### config.mk
export PLATFORM = sky130hd
export DESIGN_NAME = id_ex_hazard_reg
export DESIGN_NICKNAME = d
export VERILOG_FILES = /design/src/rtl/id_ex_hazard_reg.sv
export SDC_FILE = /design/constraint.sdc
export NUM_CORES = 1
export LEC_CHECK = 0
export BUFFER_PORTS_ARGS = -buffer_cell sky130_fd_sc_hd__buf_2
export CAP_MARGIN = 20
export CORE_MARGIN = 2
export CORE_UTILIZATION = 33
export DETAILED_ROUTE_END_ITERATION = 7
export GPL_ROUTABILITY_DRIVEN = 0
export GPL_TIMING_DRIVEN = 0
export HOLD_SLACK_MARGIN = 0.08
export RECOVER_POWER = 25
export SLEW_MARGIN = 40
export SYNTH_ARGS = -nofsm -noshare
export SYNTH_HDL_FRONTEND = slang
export SYNTH_SLANG_ARGS = --single-unit
export TNS_END_PERCENT = 100
### constraint.sdc
create_clock -name clk -period 3.35 [get_ports clk]
set_input_delay 0.335 -clock clk [delete_from_list [all_inputs] [get_ports clk]]
set_output_delay 0.335 -clock clk [all_outputs]
set_load 0.02 [all_outputs]
### src/rtl/id_ex_hazard_reg.sv
// ID/EX pipeline register with load-use hazard detection, branch/jump squash,
// and saturating stall/flush event counters.
module id_ex_hazard_reg #(
  parameter int DATA_W = 32,
  parameter int CTRL_W = 16,
  parameter int CNT_W  = 32
) (
  input  logic              clk,
  input  logic              reset,
  input  logic              id_valid_ip,
  input  logic [6:0]        id_instr_opcode_ip,
  input  logic [4:0]        id_rs1_ip,
  input  logic [4:0]        id_rs2_ip,
  input  logic [4:0]        id_rd_ip,
  input  logic [DATA_W-1:0] id_rs1_data_ip,
  input  logic [DATA_W-1:0] id_rs2_data_ip,
  input  logic [DATA_W-1:0] id_imm_ip,
  input  logic [DATA_W-1:0] id_pc_ip,
  input  logic [1:0]        id_wb_mux_ip,
  input  logic [CTRL_W-1:0] id_ctrl_ip,
  input  logic              ex_flush_ip,
  input  logic              hold_ip,
  output logic              ex_valid_op,
  output logic [6:0]        ex_opcode_op,
  output logic [4:0]        ex_rs1_op,
  output logic [4:0]        ex_rs2_op,
  output logic [4:0]        ex_rd_op,
  output logic [DATA_W-1:0] ex_rs1_data_op,
  output logic [DATA_W-1:0] ex_rs2_data_op,
  output logic [DATA_W-1:0] ex_imm_op,
  output logic [DATA_W-1:0] ex_pc_op,
  output logic [1:0]        ex_wb_mux_op,
  output logic [CTRL_W-1:0] ex_ctrl_op,
  output logic              stall_op,
  output logic [CNT_W-1:0]  stall_cnt_op,
  output logic [CNT_W-1:0]  flush_cnt_op
);

  localparam logic [6:0] OPCODE_OP     = 7'b0110011;
  localparam logic [6:0] OPCODE_OPIMM  = 7'b0010011;
  localparam logic [6:0] OPCODE_LOAD   = 7'b0000011;
  localparam logic [6:0] OPCODE_STORE  = 7'b0100011;
  localparam logic [6:0] OPCODE_BRANCH = 7'b1100011;
  localparam logic [6:0] OPCODE_JALR   = 7'b1100111;
  localparam logic [1:0] NO_WRITEBACK  = 2'b00;
  localparam logic [CNT_W-1:0] CNT_ONE = {{(CNT_W-1){1'b0}}, 1'b1};

  logic uses_rs1;
  logic uses_rs2;
  logic load_use;
  logic pipe_en;
  logic load_bubble;
  logic [1:0] cnt_inc;

  always_comb begin
    uses_rs1 = 1'b0;
    uses_rs2 = 1'b0;
    case (id_instr_opcode_ip)
      OPCODE_OP, OPCODE_STORE, OPCODE_BRANCH: begin
        uses_rs1 = 1'b1;
        uses_rs2 = 1'b1;
      end
      OPCODE_OPIMM, OPCODE_LOAD, OPCODE_JALR: uses_rs1 = 1'b1;
      default: ;
    endcase
  end

  assign load_use = ex_valid_op && (ex_opcode_op == OPCODE_LOAD) && (ex_rd_op != 5'd0) &&
                    id_valid_ip && ((uses_rs1 && (id_rs1_ip == ex_rd_op)) ||
                                    (uses_rs2 && (id_rs2_ip == ex_rd_op)));

  assign stall_op = load_use && !ex_flush_ip && !hold_ip;

  // Flush overrides hold; an invalid ID slot is loaded as a bubble so stale
  // indices can never match in the forwarding unit.
  assign pipe_en     = ex_flush_ip || !hold_ip;
  assign load_bubble = ex_flush_ip || load_use || !id_valid_ip;

  always_ff @(posedge clk) begin
    if (!reset || (pipe_en && load_bubble)) begin
      ex_valid_op    <= 1'b0;
      ex_opcode_op   <= 7'b0;
      ex_rs1_op      <= 5'd0;
      ex_rs2_op      <= 5'd0;
      ex_rd_op       <= 5'd0;
      ex_rs1_data_op <= '0;
      ex_rs2_data_op <= '0;
      ex_imm_op      <= '0;
      ex_pc_op       <= '0;
      ex_wb_mux_op   <= NO_WRITEBACK;
      ex_ctrl_op     <= '0;
    end else if (pipe_en) begin
      ex_valid_op    <= 1'b1;
      ex_opcode_op   <= id_instr_opcode_ip;
      ex_rs1_op      <= id_rs1_ip;
      ex_rs2_op      <= id_rs2_ip;
      ex_rd_op       <= id_rd_ip;
      ex_rs1_data_op <= id_rs1_data_ip;
      ex_rs2_data_op <= id_rs2_data_ip;
      ex_imm_op      <= id_imm_ip;
      ex_pc_op       <= id_pc_ip;
      ex_wb_mux_op   <= id_wb_mux_ip;
      ex_ctrl_op     <= id_ctrl_ip;
    end
  end

  // Counter 0 tracks load-use bubbles, counter 1 tracks flush bubbles.
  assign cnt_inc[0] = stall_op;
  assign cnt_inc[1] = ex_flush_ip;

  generate
    for (genvar gi = 0; gi < 2; gi++) begin : gen_cnt
      logic [CNT_W-1:0] cnt_reg;
      always_ff @(posedge clk) begin
        if (!reset) begin
          cnt_reg <= '0;
        end else if (cnt_inc[gi] && (cnt_reg != '1)) begin
          cnt_reg <= cnt_reg + CNT_ONE;
        end
      end
    end
  endgenerate

  assign stall_cnt_op = gen_cnt[0].cnt_reg;
  assign flush_cnt_op = gen_cnt[1].cnt_reg;

endmodule

# Word level (Yosys, flattened, before mapping)
# Index checks and enable logic that the tools add are counted.
[totals]
register_bits = 233
input_bits = 173
output_inout_bits = 234
[classes]
addsub = 2
n_eq_ne = 11
n_mux = 2
reduce_logical = 23
[ops]
columns = ["cell", "count"]
rows = [
  ["32-bit by 1-bit adder with 32-bit output, second input constant", 2],
  ["32-bit inequality test, second input constant", 2],
  ["7-bit by 2-bit equality test with 1-bit output, second input constant", 2],
  ["7-bit by 6-bit equality test with 1-bit output, second input constant", 2],
  ["7-bit equality test, second input constant", 2],
  ["1-bit logical AND", 11],
  ["5-bit equality test", 2],
  ["7-bit by 5-bit equality test with 1-bit output, second input constant", 1],
  ["6-bit OR reduction", 1],
  ["1-bit logical OR", 5],
  ["5-bit nonzero test", 1],
  ["1-bit logical NOT", 4],
  ["3-bit OR reduction", 1],
  ["1-bit 2-to-1 mux", 2],
]

# Logic depth before layout (Yosys ltp)
[logic_depth]
ltp_word = 10
depth_mapped = 9
depth_no_buf = 7

# Least setup slack after synthesis
# Ideal clock, no wire load.
[synth_timing]
kind = "register to output"
from = "register ex_rd_op[0]"
to = "output stall_op"
arrival_time_ns = 1.967
t_required_ns = 3.015
setup_slack_ns = 1.048
stages_incl_launch_ff = 6
path_cell_list = "dfxtp_1 > xor2_1 > a2111oi_2 > and4_1 > nor2_1 > nor4_1"
[synth_between]
elab_chain_len = 6
[synth_lines]
columns = ["item", "line", "text"]
rows = [
  ["start: declaration", "27", "output logic [4:0] ex_rd_op,"],
  ["start signal: assignment", "97", "ex_rd_op <= id_rd_ip;"],
  ["5-bit equality test, or another cell as far along", "69", "id_valid_ip && ((uses_rs1 && (id_rs1_ip == ex_rd_op)) ||"],
  ["1-bit logical AND (on tied branches)", "69, 68, 70", ""],
  ["1-bit logical OR / 1-bit logical AND (equally long branches)", "69, 68", ""],
  ["1-bit logical AND (*)", "69", ""],
  ["1-bit logical AND (*) (2 in a row)", "72", "assign stall_op = load_use && !ex_flush_ip && !hold_ip;"],
  ["end: declaration", "34", "output logic stall_op,"],
]
# Mark *: on every way between the ends. The rest lies on a longest branch, timed or not.

# Final worst setup path
[layout_timing]
from = "register ex_rd_op[0]"
to = "register ex_rs2_data_op[12]"
[layout_between]
elab_chain_len = 8
[layout_lines]
columns = ["item", "line", "text"]
rows = [
  ["5-bit equality test, or another cell as far along", "69", ""],
  ["1-bit logical AND (on tied branches)", "69, 68, 70", ""],
  ["1-bit logical OR / 1-bit logical AND (equally long branches)", "69, 68", ""],
  ["1-bit logical AND (*)", "69", ""],
  ["1-bit logical OR (*) (2 in a row)", "77", "assign load_bubble = ex_flush_ip || load_use || !id_valid_ip;"],
  ["1-bit logical AND (*)", "80", "if (!reset || (pipe_en && load_bubble)) begin"],
  ["1-bit logical OR (*)", "80", ""],
  ["end signal: assignment", "99", "ex_rs2_data_op <= id_rs2_data_ip;"],
  ["end: declaration", "29", "output logic [DATA_W-1:0] ex_rs2_data_op,"],
]
# Marks and branches as above.
# A chain may end at the register's enable or synchronous reset.

==> results.sh <==
export IMPL_status="complete, no violations"
export IMPL_cts_resized=0
export IMPL_synth_area_leaders="dfxtp_1 (48%), mux2i_1 (18%), nor4_1 (11%)"
export IMPL_vias=9541
export IMPL_cts_sinks=233
export IMPL_firstDrtPassIters=5
export IMPL_synth_flop_cell="dfxtp_1"
export IMPL_yosysTopAreaCellShare=0.476
export IMPL_grt_first_pass_wirelength_microns=51200
export IMPL_dp_cells=1789
export IMPL_post_drt_wl_per_cell_microns=18.1
export IMPL_fin_cells=1838
export IMPL_grt_pass1_vias=9200
export IMPL_post_cts_buffers=0
export IMPL_dp_hpwl_microns=24900
export IMPL_hold_path_class="input port to register"
export IMPL_cp_end_kind="register"
export IMPL_final_common_cell="buf_2"
export IMPL_area_growth_pct=33.1
export IMPL_syn_num_nets=1169
export IMPL_hold_viol_final=0
export IMPL_ys_seq_area_frac=0.476
export IMPL_max_freq_mhz=338
export IMPL_routed_wirelength_microns=33300
export IMPL_antenna_found_initial=4
export IMPL_cp_arrival_ns=3.36
export IMPL_yosysWarnings=0
export IMPL_fillers=2974
export IMPL_clk_pin_slew_ns=0.06
export IMPL_synth_cell_types=46
export IMPL_fin_crit_ns=2.96
export IMPL_leakagePower_nw=5.48
export IMPL_multi_input_area_sq_um=4710
export IMPL_fin_nets=1603
export IMPL_avgSynthCellArea_sq_um=9.85
export IMPL_grt_util_all_layers=0.206
export IMPL_htree_levels=1
export IMPL_synth_edf_count=0
export IMPL_portBuffers=405
export IMPL_ant_nets=0
export IMPL_yosysTopAreaCell="dfxtp_1"
export IMPL_ir_drop_mv=0.350
export IMPL_drv_cap=0
export IMPL_synth_ff_latch_count=233
export IMPL_async_reset_ff_frac=0
export IMPL_num_rows=63
export IMPL_skew_ns=0.0171
export IMPL_cts_made_buffers=27
export IMPL_cts_root_buf="clkbuf_16"
export IMPL_slowest_stage="clkbuf_1"
export IMPL_grt_max_degree=14
export IMPL_core_sq_um=29400
export IMPL_drive_gt1_frac=0.251
export IMPL_timing_hold_ws_ns=0.101
export IMPL_finalSetupTns_ns=0
export IMPL_clk_latency_ns=0.54
export IMPL_hold_buffers=0
export IMPL_drcViolationCount=0
export IMPL_power_per_cell_area_nw_per_um2=491
export IMPL_grt_setup_unrepaired="false"
export IMPL_slew_headroom=0.445
export IMPL_worst_slew_pin_transition_ns=0.832
export IMPL_fp_dieW_microns=176
export IMPL_worstPathRequired_ns=3.75
export IMPL_dieArea_sq_um=31100
export IMPL_die_height_microns=176
export IMPL_setup_viol=0
export IMPL_drt_iter0_markers=429
export IMPL_slowest_delay_ns=0.58
export IMPL_worstSetupPathType="register to register"
export IMPL_start_kind="register"
export IMPL_grt_ovfl_total=0
export IMPL_netlist_instances=994
export IMPL_seq_area_sq_um=4660
export IMPL_via_per_inst=5.19
export IMPL_worstPathMaxFanout=10
export IMPL_fin_crit_sh=0.884
export IMPL_clock_path_buffers=3
export IMPL_initial_core_util=0.333
export IMPL_io_pins=407
export IMPL_cts_tree="done"
export IMPL_slew_viol_final=0
export IMPL_syn_area_sq_um=9790
export IMPL_cp_cell_sequence="xor2_1, a2111oi_2, and4_1, o21ai_1, a21oi_2, clkbuf_1, buf_2, nor4_1"
export IMPL_mostFrequentLayoutCells="buf_2 (307), dfxtp_1 (233), clkbuf_1 (191)"
==> stage by stage <==
| stage | setup WS, ns | cell area, sq um | total power (W) | util |
|---|---|---|---|---|
| 6_report | 0.387 | 13000 | 0.00640 | 0.443 |
| 5_1_grt | 0.163 | 13000 | 0.00665 | 0.443 |
| 4_1_cts | 0.241 | 13200 | 0.00649 | 0.448 |
| 3_5_place_dp | 0.279 | 12300 | 0.00356 | 0.419 |
| 3_3_place_gp | 0.271 | 12300 | 0.00356 | 0.419 |
| 2_1_floorplan | 1.05 | 9790 | 0.00329 | - |
==> cells by family (layout without fill, tap and decap cells) <==
group,after synthesis,after routing,share of synthesized area
flip-flops,233,233,0.476
adder cells (fa/ha/maj),2,2,0.00256
other,0,2,0
multiplexers,178,178,0.182
buffers and inverters,104,556,0.0422
AND/OR/NAND/NOR,372,372,0.220
XOR/XNOR,34,34,0.0304
AO/OA/AOI/OAI,71,71,0.0466
==> sequential cells by signal, indices dropped and copies added (netlist names) <==
| signal | flops |
|---|---|
| ex_ctrl_op | 16 |
| ex_wb_mux_op | 2 |
| ex_opcode_op | 7 |
| ex_rs1_op | 5 |
| ex_rs2_op | 5 |
| ex_rd_op | 5 |
| ex_rs1_data_op | 32 |
| ex_rs2_data_op | 32 |
| ex_imm_op | 32 |
| ex_pc_op | 32 |
| flush_cnt_op | 32 |
| ex_valid_op | 1 |
| stall_cnt_op | 32 |
==> worst max-delay path: cells and delay by family (launching register included) <==
family / cells / cell delay (ns)
flops: 1 / 0.47
xor+xnor: 1 / 0.12
buf+inv: 2 / 0.96
compound gates: 3 / 0.87
simple gates: 2 / 0.40
==> synthesized netlist by cell type (all sizes together) (4+ instances only) <==
master / number
dfxtp: 233
mux2i: 178
nor4: 177
clkbuf: 72
nor2: 48
nand2: 45
a21oi: 27
nand4: 27
xor2: 22
buf: 19
or4: 17
o31ai: 16
nand3: 14
o21ai: 14
or3: 13
inv: 12
xnor2: 12
nor3: 8
nand2b: 7
and3: 5
a2111oi: 4
a211oi: 4
==> final timing paths <==
check,slack [ns],start,cells after the start,endpoint
worst max register to register,0.39,ex_rd_op[0],8,ex_rs2_data_op[12]
worst min-delay path,0.10,id_ctrl_ip[8],3,ex_ctrl_op[8]
worst max-delay path,0.39,ex_rd_op[0],8,ex_rs2_data_op[12]
worst min register to register,0.50,stall_cnt_op[17],2,stall_cnt_op[17]
==> layer usage <==
layer | GRT usage | wire length [microns] | vias to the layer above
li1 | - | - | 4611
met1 | 0.253 | 13700 | 4519
met2 | 0.348 | 16000 | 339
met3 | 0.0534 | 2630 | 70
met4 | 0.0709 | 1010 | 2
met5 | 0 | 13 | -
==> layout make-up <==
type | count | area share
Antenna cell | 2 | 0.000384
Buffer | 91 | 0.0280
Clock buffer | 39 | 0.0614
Clock inverter | 8 | 0.00528
Inverter | 13 | 0.00374
Multi-Input combinational cell | 657 | 0.362
Sequential cell | 233 | 0.358
Tap cell | 390 | 0.0374
Timing Repair Buffer | 405 | 0.144
==> power breakdown <==
| part | leakage (nW) | total (W) | switching, W | internal, W |
|---|---|---|---|---|
| sequential | 1.89 | 0.00287 | 0.0000353 | 0.00283 |
| clock | 0.437 | 0.00291 | 0.00119 | 0.00172 |
| combinational | 3.16 | 0.000627 | 0.000387 | 0.000240 |
| total | 5.48 | 0.00640 | 0.00161 | 0.00479 |
No activity file was read; power rests on OpenSTA's default activity.
